===== config.mk =====
export PLATFORM = sky130hd
export DESIGN_NAME = ring_osc_monitor_flat
export DESIGN_NICKNAME = d
export VERILOG_FILES = /design/src/rtl/ring_osc_monitor_if.sv /design/src/rtl/ring_osc_monitor.sv /design/src/flat_wrapper.sv
export SDC_FILE = /design/constraint.sdc
export NUM_CORES = 1
export LEC_CHECK = 0
export BUFFER_PORTS_ARGS = -buffer_cell sky130_fd_sc_hd__buf_4
export CELL_PAD_IN_SITES_DETAIL_PLACEMENT = 0
export CELL_PAD_IN_SITES_GLOBAL_PLACEMENT = 1
export CORE_MARGIN = 4
export CORE_UTILIZATION = 44
export CTS_CLUSTER_DIAMETER = 50
export DETAILED_ROUTE_END_ITERATION = 7
export GPL_ROUTABILITY_DRIVEN = 0
export PLACE_DENSITY = 0.81
export REMOVE_ABC_BUFFERS = 1
export SYNTH_ARGS = -nofsm -noshare
export SYNTH_HDL_FRONTEND = slang
export SYNTH_SLANG_ARGS = --single-unit

===== constraint.sdc =====
create_clock -name clk -period 2.95 [get_ports clk]
set_input_delay 0.4425 -clock clk [delete_from_list [all_inputs] [get_ports clk]]
set_output_delay 0.4425 -clock clk [all_outputs]
set_load 0.01 [all_outputs]

===== src/rtl/ring_osc_monitor_if.sv =====
// ring_osc_monitor_if: measurement request and result handshake for ring_osc_monitor.
interface ring_osc_monitor_if #(
  parameter int CNT_W = 16,
  parameter int WIN_W = 16
);
  logic             start;
  logic [WIN_W-1:0] win_len;
  logic             res_ready;
  logic             busy;
  logic             res_valid;
  logic [CNT_W-1:0] res_count;
  logic             res_stuck;
  logic             res_sat;
  modport master (
    output start, win_len, res_ready,
    input  busy, res_valid, res_count, res_stuck, res_sat
  );
  modport slave (
    input  start, win_len, res_ready,
    output busy, res_valid, res_count, res_stuck, res_sat
  );
endinterface


===== src/rtl/ring_osc_monitor.sv =====
// ring_osc_monitor: counts both edges of an asynchronous ring tap over a window of clk cycles.
module ring_osc_monitor #(
  parameter int CNT_W       = 16,
  parameter int WIN_W       = 16,
  parameter int SYNC_STAGES = 2
) (
  input  logic clk,
  input  logic rst_n,
  input  logic osc_in,
  ring_osc_monitor_if.slave bus
);
  typedef enum logic [1:0] {IDLE, MEASURE, DONE} state_t;
  state_t                 r_state, w_state_nxt;
  logic [SYNC_STAGES-1:0] r_sync;
  logic                   r_prev;
  logic [WIN_W-1:0]       r_win;
  logic [CNT_W-1:0]       r_edge, r_res_count;
  logic                   r_sat, r_res_stuck, r_res_sat;
  logic                   w_sync, w_tog, w_last, w_sat_inc;
  logic [CNT_W-1:0]       w_edge_inc;
  assign w_sync     = r_sync[SYNC_STAGES-1];
  assign w_tog      = w_sync ^ r_prev;
  assign w_last     = r_win == WIN_W'(1);
  assign w_edge_inc = (w_tog && r_edge != '1) ? r_edge + CNT_W'(1) : r_edge;
  assign w_sat_inc  = r_sat | (w_edge_inc == '1);
  always_comb begin
    w_state_nxt = r_state;
    case (r_state)
      IDLE:    w_state_nxt = bus.start ? MEASURE : IDLE;
      MEASURE: w_state_nxt = w_last ? DONE : MEASURE;
      DONE:    w_state_nxt = bus.res_ready ? IDLE : DONE;
      default: w_state_nxt = IDLE;
    endcase
  end
  // front end runs in every state so the first window cycle sees no stale edge
  always_ff @(posedge clk or negedge rst_n) begin
    if (!rst_n) begin
      r_state     <= IDLE;
      r_sync      <= '0;
      r_prev      <= 1'b0;
      r_win       <= '0;
      r_edge      <= '0;
      r_sat       <= 1'b0;
      r_res_count <= '0;
      r_res_stuck <= 1'b0;
      r_res_sat   <= 1'b0;
    end else begin
      r_state <= w_state_nxt;
      r_sync  <= {r_sync[SYNC_STAGES-2:0], osc_in};
      r_prev  <= w_sync;
      if (r_state == IDLE && bus.start) begin
        r_win  <= (bus.win_len == '0) ? WIN_W'(1) : bus.win_len;
        r_edge <= '0;
        r_sat  <= 1'b0;
      end else if (r_state == MEASURE) begin
        r_win  <= r_win - WIN_W'(1);
        r_edge <= w_edge_inc;
        r_sat  <= w_sat_inc;
        if (w_last) begin
          r_res_count <= w_edge_inc;
          r_res_sat   <= w_sat_inc;
          r_res_stuck <= w_edge_inc == '0;
        end
      end
    end
  end
  assign bus.busy      = r_state != IDLE;
  assign bus.res_valid = r_state == DONE;
  assign bus.res_count = r_res_count;
  assign bus.res_stuck = r_res_stuck;
  assign bus.res_sat   = r_res_sat;
endmodule


===== src/flat_wrapper.sv =====
// flat-port wrapper written by rule: the top's interface ports become plain ports
module ring_osc_monitor_flat 
#(
  parameter int CNT_W       = 16,
  parameter int WIN_W       = 16,
  parameter int SYNC_STAGES = 2
)
  (clk, rst_n, osc_in, bus_start, bus_win_len, bus_res_ready, bus_busy, bus_res_valid, bus_res_count, bus_res_stuck, bus_res_sat);
  ring_osc_monitor_if #(.CNT_W(CNT_W), .WIN_W(WIN_W)) bus_i ();
  input  logic clk;
  input  logic rst_n;
  input  logic osc_in;
  input wire logic [$bits(bus_i.start)-1:0] bus_start;
  input wire logic [$bits(bus_i.win_len)-1:0] bus_win_len;
  input wire logic [$bits(bus_i.res_ready)-1:0] bus_res_ready;
  output wire logic [$bits(bus_i.busy)-1:0] bus_busy;
  output wire logic [$bits(bus_i.res_valid)-1:0] bus_res_valid;
  output wire logic [$bits(bus_i.res_count)-1:0] bus_res_count;
  output wire logic [$bits(bus_i.res_stuck)-1:0] bus_res_stuck;
  output wire logic [$bits(bus_i.res_sat)-1:0] bus_res_sat;
  assign bus_i.start = bus_start;
  assign bus_i.win_len = bus_win_len;
  assign bus_i.res_ready = bus_res_ready;
  assign bus_busy = bus_i.busy;
  assign bus_res_valid = bus_i.res_valid;
  assign bus_res_count = bus_i.res_count;
  assign bus_res_stuck = bus_i.res_stuck;
  assign bus_res_sat = bus_i.res_sat;
  ring_osc_monitor #(.CNT_W(CNT_W), .WIN_W(WIN_W), .SYNC_STAGES(SYNC_STAGES)) u_core (.clk(clk), .rst_n(rst_n), .osc_in(osc_in), .bus(bus_i));
endmodule

; ---- After elaboration in Yosys (flattened, before gate mapping)
; Index checks and enable logic that the tools add are counted.
[op_classes]
n_eq_ne = 5
reduce_logical = 8
bitwise = 3
n_addsub = 2
n_mux = 12
[ops]
columns = operator, count
row1 = $mux W16, 6
row2 = $logic_not A16 Y1, 2
row3 = $add A16 B1 Y16 const B, 1
row4 = $eq A16 B1 Y1 const B, 1
row5 = $eq A16 B16 Y1 const B, 1
row6 = $ne A16 B16 Y1 const B, 1
row7 = $sub A16 B1 Y16 const B, 1
row8 = $pmux W2 S3, 1
row9 = $mux W2, 2
row10 = $reduce_bool A2 Y1, 2
row11 = $mux W1, 3
row12 = $reduce_and A3 Y1, 1
row13 = $eq A2 B1 Y1 const B, 1
row14 = $eq A2 B2 Y1 const B, 1
row15 = $logic_and A1 B1 Y1, 2
row16 = $logic_not A2 Y1, 1
row17 = $not A1 Y1, 1
row18 = $or A1 B1 Y1, 1
row19 = $xor A1 B1 Y1, 1
[totals]
register_bits = 56

; ---- Logic depth before layout (Yosys ltp)
; Gate-level depths: netlist (run 1).
[logic_depth]
ltp_word = 7
mapped_depth = 8

; ---- Worst setup path after synthesis (run 1)
; Ideal clock, no wire load.
[synth_path]
path_type = register -> register
startpoint = reg u_core.r_edge[1]
endpoint = reg u_core.r_res_stuck, in the netlist u_core.bus.res_stuck
required_ps = 2858
path_slack_ps = 615
period_less_slack_ps = 2335
stages_incl_launch_ff = 9
setup_ps = 92
t_arrival_ps = 2243
cell_sequence = dfrtp_1 ha_1 nand3_2 nor4_4 nor2_2 or3_1 a221oi_2 nand4_1 o31ai_2
[synth_between]
elab_chain_cells = 4
word_cells_on_any_way = 5
cone_classes = add/sub (1) / eq/ne (1) / mux (1) / reduce/logical (2)
[synth_lines]
columns = item, line_no
row1 = "start, declared", ring_osc_monitor.sv:17  ; logic [CNT_W-1:0] r_edge, r_res_count;
row2 = "start signal, assigned", ring_osc_monitor.sv:57  ; r_edge <= w_edge_inc;
row3 = branches (longest 2 deep; another with $add A16 B1 Y16), --
row4 = $mux W16 *, ring_osc_monitor.sv:24  ; assign w_edge_inc = (w_tog && r_edge != '1) ? r_edge + CNT_W'(1) : r_edge;
row5 = $logic_not A16 Y1 *, ring_osc_monitor.sv:62  ; r_res_stuck <= w_edge_inc == '0;
row6 = "end signal, assigned", ring_osc_monitor.sv:45  ; r_res_stuck <= 1'b0;
row7 = "end signal, assigned", ring_osc_monitor.sv:62
row8 = "end, declared", ring_osc_monitor.sv:18  ; logic r_sat, r_res_stuck, r_res_sat;
; Mark *: on every way between the ends.
; A chain may end at the register's enable or synchronous reset.

; ---- Final worst setup path (run 1)
[layout_path]
startpoint = reg u_core.r_edge[0]
endpoint = reg u_core.r_res_stuck, in the netlist u_core.bus.res_stuck
; The elaborated chain is that of the path after synthesis.

==> Flow_metrics.wiki, run 1 <==
{| class="wikitable"
! Metric !! Value
|-
| Post-synth ARST share || 100%
|-
| Count of maximum capacitance violations || 0
|-
| Required time of the critical path || 3170 ps
|-
| Initial Util || 45.0%
|-
| Maximum buffer depth of the clock tree || 2
|-
| Slew headroom || 49.9%
|-
| Main combinational cell family by area after synthesis || simple AND/OR/NAND/NOR gates
|-
| Die area || 8350 sq um
|-
| R2r endpoint || u_core.bus.res_stuck
|-
| Total number of clock tree sinks || 56
|-
| Actual slew at the worst max-slew pin || 749 ps
|-
| Number of global-route vias before repair || 2,622
|-
| Flip-flop cell with the highest count after synthesis || sky130_fd_sc_hd__dfrtp_1
|-
| Flip-flop and latch count after synthesis || 56
|-
| Area of the core || 6790 sq um
|-
| Switch share || 40.3%
|-
| Total met3 wirelength after detailed routing || 416 um
|-
| Average vias per placed instance || 5.48
|-
| Pin count of the biggest net entering global routing || 57
|-
| Cell Int Power || 1520 uW
|-
| TritonCTS clock tree || yes
|-
| Start-to-end type of the worst setup path || flip-flop to flip-flop
|-
| Synth cell types || 57
|-
| WL/cell || 15.4 um
|-
| Path category of the worst min-delay check || primary input to async pin
|-
| Highest-count cells in the layout ignoring fill and taps || 56 x sky130_fd_sc_hd__dfrtp_1, 54 x sky130_fd_sc_hd__nand2_1, 48 x sky130_fd_sc_hd__buf_4
|-
| Count of H-tree levels built during CTS || 2
|-
| Sequential share of power || 48.1%
|-
| Number of cells on the worst reg-to-reg path || 8
|-
| Data arrival time of the critical path || 2910 ps
|-
| Post-synth top area share || 45.8%
|-
| Post-synthesis cell count || 341
|-
| Number of antenna violations at the first check in global routing || 0
|-
| Worst setup slack for register-to-register paths || 260 ps
|-
| Total wirelength of the detailed-routed design || 7.34 mm
|-
| Placed cell count || 465
|-
| Highest routed metal layer || met4
|-
| Mux cell area share after synthesis || 0.695%
|-
| Worst-path maximum fanout || 9
|-
| Resize count post-CTS || 0
|-
| Layout cells sized above 1 || 17.4%
|-
| Antenna-violating nets left || 0
|-
| Compound-gate portion of the synthesized area || 17.7%
|-
| Area leader, netlist || sky130_fd_sc_hd__dfrtp_1
|-
| Net Switching || 1030 uW
|-
| Latest clock arrival within the worst-skew pair || 310 ps
|-
| Wire length on met1 || 3.23 mm
|-
| Startpoint kind of the worst setup timing path || flip-flop
|-
| Final setup viols || 0
|-
| TNS Setup || 0 ps
|-
| Total I/O pin count || 41
|-
| Basic-gate share of the synthesized area counting and, or, nand and nor cells || 25.1%
|-
| Fin Clk Skew || 7.42 ps
|-
| Warnings from Yosys || 0
|-
| Number of inserted diodes || 0
|-
| Total setup buffers inserted after CTS || 0
|-
| Post-DP Area || 3440 sq um
|-
| All-layer global routing usage || 18.4%
|-
| DP HPWL || 5.30 mm
|-
| Final instance area || 3550 sq um
|-
| Row Count || 30
|-
| Cts hold-fix bufs || 0
|-
| Met2 Routed Length || 3.59 mm
|-
| Fraction of the yosys area taken by sequential cells || 45.8%
|-
| Final Critical Period || 2690 ps
|-
| Clock network fraction of total power || 17.3%
|-
| Post-synthesis cell area || 3060 sq um
|-
| PwrDens || 720 nW/um^2
|-
| Post-route DRC || 0
|-
| Via count of the routed design || 2,605
|-
| Worst R2R Start || u_core.r_edge[0]
|-
| Root Buffer || sky130_fd_sc_hd__clkbuf_8
|-
| Final-report max-slew violation count || 0
|-
| Port bufs || 40
|-
| P_leak || 0.00149 uW
|-
| Global-route wire length before repair || 12.5 mm
|-
| Share of the synthesized netlist area taken by xor and xnor gates || 6.01%
|-
| Power share of the combinational group || 34.6%
|-
| GRT Residual Overflow || 0
|-
| EDFF count, synth || 0
|-
| First-pass detailed-route iteration total || 5
|-
| VDD IR max || 351 uV
|-
| Crit share post-route || 91.1%
|-
| Starting DRT DRC Count || 218
|-
| Number of nets in the final layout || 402
|-
| Adder-Cell Fraction of Synth Area || 1.23%
|-
| Fin. Hold Viols || 0
|-
| Run status || complete, no violations
|-
| Die Width || 91.4 um
|-
| Avg Inst Size Synth || 8.97 sq um
|-
| Upper clock frequency limit || 372 MHz
|-
| Area growth from synthesis to final layout || 15.9%
|-
| Most common cell after layout, fill and taps aside || sky130_fd_sc_hd__dfrtp_1
|-
| Die height || 91.4 um
|-
| Cell Count, Final, Fillers Out || 475
|-
| Inserted Clock Buffers || 5
|-
| Clock-pin transition on the worst setup and hold timing paths || 100 ps
|-
| Cell types occupying the most area after synthesis || sky130_fd_sc_hd__dfrtp_1 46%, sky130_fd_sc_hd__nand2_1 6.6%, sky130_fd_sc_hd__o21ai_1 4.6%, sky130_fd_sc_hd__o21ai_0 3.8%, sky130_fd_sc_hd__xor2_1 3.1%
|-
| Unrepaired setup endpoints after global routing || no
|-
| Crit end category || flip-flop
|}
## worst max-delay path by stage
stage                     slack (ps)                    to             start  cells past startpoint
after floorplan                   40  u_core.bus.res_stuck   u_core.r_win[5]                      6
after global placement           290  u_core.bus.res_stuck  u_core.r_edge[0]                      8
after detailed placement         230  u_core.bus.res_stuck  u_core.r_edge[0]                      8
after CTS                        200  u_core.bus.res_stuck  u_core.r_edge[0]                      8
after global routing              10    u_core.bus.res_sat  u_core.r_edge[0]                      8
final                            260  u_core.bus.res_stuck  u_core.r_edge[0]                      8
## registers in the layout, summed over array words and instances, names as in the netlist
signal,flops
u_core.r_state,2
u_core.r_prev,1
u_core.bus.res_sat,1
u_core.r_win,16
u_core.bus.res_stuck,1
u_core.r_edge,16
u_core.r_sync,2
u_core.r_sat,1
u_core.bus.res_count,16
## cells by family after synthesis
| group | count (synthesis) |
|---|---|
| adders and majority gates | 3 |
| AOI/OAI and AO/OA | 90 |
| xor gates and xnor gates | 21 |
| and+or+nand+nor | 145 |
| buffers and inverters | 24 |
| muxes | 2 |
| DFF | 56 |
## synthesized netlist by cell type, types with 2 or more instances
cell type,instances
sky130_fd_sc_hd__nand3_1,15
sky130_fd_sc_hd__o211ai_1,2
sky130_fd_sc_hd__nor3_1,7
sky130_fd_sc_hd__a31oi_1,2
sky130_fd_sc_hd__xor2_1,11
sky130_fd_sc_hd__o21a_1,2
sky130_fd_sc_hd__nand4_1,6
sky130_fd_sc_hd__buf_4,4
sky130_fd_sc_hd__nand2b_1,4
sky130_fd_sc_hd__nor4_4,2
sky130_fd_sc_hd__nor2_1,21
sky130_fd_sc_hd__nand2_1,54
sky130_fd_sc_hd__nor2b_1,3
sky130_fd_sc_hd__xnor2_1,10
sky130_fd_sc_hd__or3_1,2
sky130_fd_sc_hd__o21ai_1,28
sky130_fd_sc_hd__nor4_1,10
sky130_fd_sc_hd__or4_1,2
sky130_fd_sc_hd__and2_1,2
sky130_fd_sc_hd__o21ai_0,23
sky130_fd_sc_hd__nand4b_1,2
sky130_fd_sc_hd__clkbuf_1,13
sky130_fd_sc_hd__dfrtp_1,56
sky130_fd_sc_hd__a22oi_1,2
sky130_fd_sc_hd__inv_1,6
sky130_fd_sc_hd__a21o_1,2
sky130_fd_sc_hd__nand3b_1,2
sky130_fd_sc_hd__a221oi_1,2
sky130_fd_sc_hd__ha_1,3
sky130_fd_sc_hd__a21oi_1,13
sky130_fd_sc_hd__o31ai_1,4
## critical path, stage by stage, from the launching register on
cell	delay, ps
sky130_fd_sc_hd__dfrtp_1	510
sky130_fd_sc_hd__ha_1	350
sky130_fd_sc_hd__nand3_2	170
sky130_fd_sc_hd__or4_1	640
sky130_fd_sc_hd__nand2_1	140
sky130_fd_sc_hd__xor2_1	220
sky130_fd_sc_hd__and2_1	160
sky130_fd_sc_hd__o2111ai_1	140
sky130_fd_sc_hd__o31ai_2	270
## power by group through the flow
| stage | logic [uW] | clock network, uW | registers, uW |
|---|---|---|---|
| floorplan | 630 | 0 | 1180 |
| global placement | 871 | 0 | 1230 |
| detailed placement | 886 | 0 | 1240 |
| CTS | 892 | 456 | 1220 |
| global route | 1010 | 479 | 1270 |
| finish | 883 | 441 | 1230 |
## per-layer routing
layer | track usage, % | vias up
met5 | 0 | -
met4 | 6.16 | 0
met3 | 3.23 | 8
met2 | 32.4 | 66
met1 | 22.5 | 1232
li1 | - | 1299
## area by class of cell
| cell class | count | area, sq um |
|---|---|---|
| fill | 661 | 3250 |
| sequential | 56 | 1400 |
| tap | 96 | 120 |
| timing repair buffer | 48 | 360 |
| clock buffer | 8 | 90.1 |
| inverter | 6 | 22.5 |
| multi-input combinational | 261 | 1550 |
## stage by stage
stage / hold WS [ps] / util, % / setup slack (ps) / power [uW]
floorplan: 147 / - / 40.5 / 1810
global placement: 333 / 50.7 / 294 / 2100
detailed placement: 339 / 50.7 / 231 / 2120
CTS: 204 / 52.0 / 197 / 2570
global route: 225 / 52.2 / 14.9 / 2750
finish: 183 / 52.2 / 263 / 2550
Power figures use the tool's default switching activity.
==> run 2, diff against run 1 <==
--- a/config.mk
+++ b/config.mk
@@ -9,12 +9,13 @@
 export CELL_PAD_IN_SITES_DETAIL_PLACEMENT = 0
 export CELL_PAD_IN_SITES_GLOBAL_PLACEMENT = 1
 export CORE_MARGIN = 4
-export CORE_UTILIZATION = 44
+export CORE_UTILIZATION = 47
 export CTS_CLUSTER_DIAMETER = 50
 export DETAILED_ROUTE_END_ITERATION = 7
 export GPL_ROUTABILITY_DRIVEN = 0
-export PLACE_DENSITY = 0.81
+export PLACE_DENSITY = 0.86
 export REMOVE_ABC_BUFFERS = 1
+export SKIP_CTS_REPAIR_TIMING = 1
 export SYNTH_ARGS = -nofsm -noshare
 export SYNTH_HDL_FRONTEND = slang
 export SYNTH_SLANG_ARGS = --single-unit
==> constraint.sdc (replaced) <==
create_clock -name clk -period 3.4 [get_ports clk]
set_input_delay 0.51 -clock clk [delete_from_list [all_inputs] [get_ports clk]]
set_output_delay 0.51 -clock clk [all_outputs]
set_load 0.01 [all_outputs]
==> Flow_metrics.wiki, run 2 (synthesis results as in run 1) <==
{| class="wikitable"
! Metric !! Value
|-
| Slowest cell on crit path || sky130_fd_sc_hd__nor4_4
|-
| Cell Count, Final, Fillers Out || 453
|-
| Tightest hold margin || 264 ps
|-
| Total wirelength of the detailed-routed design || 7.16 mm
|-
| VDD IR max || 359 uV
|-
| Pin count of the biggest net entering global routing || 57
|-
| Post-route DRC || 0
|-
| TNS Setup || 0 ps
|-
| Fin Clk Skew || 13.5 ps
|-
| Antenna-violating nets left || 0
|-
| Average vias per placed instance || 5.69
|-
| Maximum buffer depth of the clock tree || 2
|-
| Number of global-route vias before repair || 2,441
|-
| Number of inserted diodes || 0
|-
| Total number of clock tree sinks || 56
|-
| Data arrival time of the critical path || 2980 ps
|-
| All-layer global routing usage || 19.3%
|-
| Initial Util || 48.2%
|-
| Fin. Hold Viols || 0
|-
| Most common cell after layout, fill and taps aside || sky130_fd_sc_hd__dfrtp_1
|-
| Die Width || 88.7 um
|-
| Area growth from synthesis to final layout || 15.0%
|-
| Number of antenna violations at the first check in global routing || 0
|-
| Die area || 7870 sq um
|-
| Via count of the routed design || 2,576
|-
| Path category of the worst min-delay check || primary input to async pin
|-
| Final-report max-slew violation count || 0
|-
| Placed cell count || 445
|-
| Latest clock arrival within the worst-skew pair || 310 ps
|-
| Count of H-tree levels built during CTS || 2
|-
| Startpoint kind of the worst setup timing path || flip-flop
|-
| Final instance area || 3520 sq um
|-
| Run status || complete, no violations
|-
| Final Critical Period || 2770 ps
|-
| Crit end category || flip-flop
|-
| Actual slew at the worst max-slew pin || 833 ps
|-
| Final setup viols || 0
|-
| Clock-pin transition on the worst setup and hold timing paths || 100 ps
|-
| Worst setup slack for register-to-register paths || 630 ps
|-
| Area of the core || 6350 sq um
|-
| DP HPWL || 5.04 mm
|-
| Worst R2R Start || u_core.r_edge[0]
|-
| Count of maximum capacitance violations || 0
|-
| Highest-count cells in the layout ignoring fill and taps || 56 x sky130_fd_sc_hd__dfrtp_1, 54 x sky130_fd_sc_hd__nand2_1, 45 x sky130_fd_sc_hd__buf_4
|-
| Upper clock frequency limit || 361 MHz
|-
| GRT Residual Overflow || 0
|-
| Global-route wire length before repair || 11.8 mm
|-
| Root Buffer || sky130_fd_sc_hd__clkbuf_8
|-
| R2r endpoint || u_core.bus.res_stuck
|-
| First-pass detailed-route iteration total || 4
|-
| Number of cells on the worst reg-to-reg path || 8
|-
| Starting DRT DRC Count || 176
|-
| Required time of the critical path || 3610 ps
|-
| Fillers || 604
|-
| Row Count || 29
|-
| P_leak || 0.00148 uW
|-
| Crit share post-route || 81.4%
|-
| Inserted Clock Buffers || 5
|-
| Start-to-end type of the worst setup path || flip-flop to flip-flop
|-
| Unrepaired setup endpoints after global routing || no
|-
| Total I/O pin count || 41
|-
| Layout cells sized above 1 || 17.0%
|-
| Die height || 88.7 um
|-
| Post-DP Area || 3410 sq um
|-
| TritonCTS clock tree || yes
|-
| Slew headroom || 44.3%
|-
| Number of nets in the final layout || 399
|-
| Worst-path maximum fanout || 9
|-
| Port bufs || 40
|-
| Longest individual stage delay on the worst path || 530 ps
|-
| PwrDens || 644 nW/um^2
|-
| WL/cell || 15.8 um
|-
| Cells along the critical path || ha_1 -> nand3_2 -> nor4_4 -> nor2_2 -> or3_1 -> a221oi_2 -> nand4_1 -> o31ai_2
|}
-- run 2: power by group --
| group | switching, uW | total [uW] | leakage (uW) | internal, uW |
|---|---|---|---|---|
| Combinational | 452 | 768 | 0.000699 | 316 |
| Clock | 214 | 433 | 0.0000552 | 219 |
| Sequential | 227 | 1070 | 0.000729 | 839 |
| Total | 893 | 2270 | 0.00148 | 1370 |
-- run 2: through the flow --
| step | power (uW) | utilization, % | setup slack, ps |
|---|---|---|---|
| 4_1_cts | 2280 | 55.4 | 652 |
| 2_1_floorplan | 1570 | - | 490 |
| 3_5_place_dp | 1840 | 53.7 | 702 |
| 3_3_place_gp | 1820 | 53.7 | 776 |
| 5_1_grt | 2440 | 55.4 | 323 |
| 6_report | 2270 | 55.4 | 632 |
-- run 2: worst max-delay path by stage --
stage | end | slack, ps | from
6_report | u_core.bus.res_stuck | 630 | u_core.r_edge[0]
3_3_place_gp | u_core.bus.res_stuck | 780 | u_core.r_edge[0]
5_1_grt | u_core.bus.res_stuck | 320 | u_core.r_edge[0]
4_1_cts | u_core.bus.res_stuck | 650 | u_core.r_edge[0]
2_1_floorplan | u_core.bus.res_stuck | 490 | u_core.r_win[5]
3_5_place_dp | u_core.bus.res_stuck | 700 | u_core.r_edge[0]
-- run 2: per-layer routing --
metal	track usage [%]	up-vias	share of wire (%)
met5	0	-	0
met4	4.12	0	0.99
met3	3.07	6	5.2
met2	33.5	64	47
met1	25.4	1217	46
li1	-	1289	-
-- run 2: final cells by class --
type / instances / area, sq um / area share (%)
flip-flops and latches: 56 / 1400 / 39.8
repair buffers: 45 / 338 / 9.60
clock inverters: 2 / 35.0 / 0.996
well taps: 77 / 96.3 / 2.74
multi-input cells: 261 / 1550 / 44.1
clock buffers: 6 / 72.6 / 2.06
inverters: 6 / 22.5 / 0.640
-- run 2: critical path, delay by kind of cell, from the launching register on --
family	cells	cell delay (ps)
flip-flops	1	520
AO/OA/AOI/OAI	2	450
adder cells (fa/ha/maj)	1	340
AND/OR/NAND/NOR	5	1370
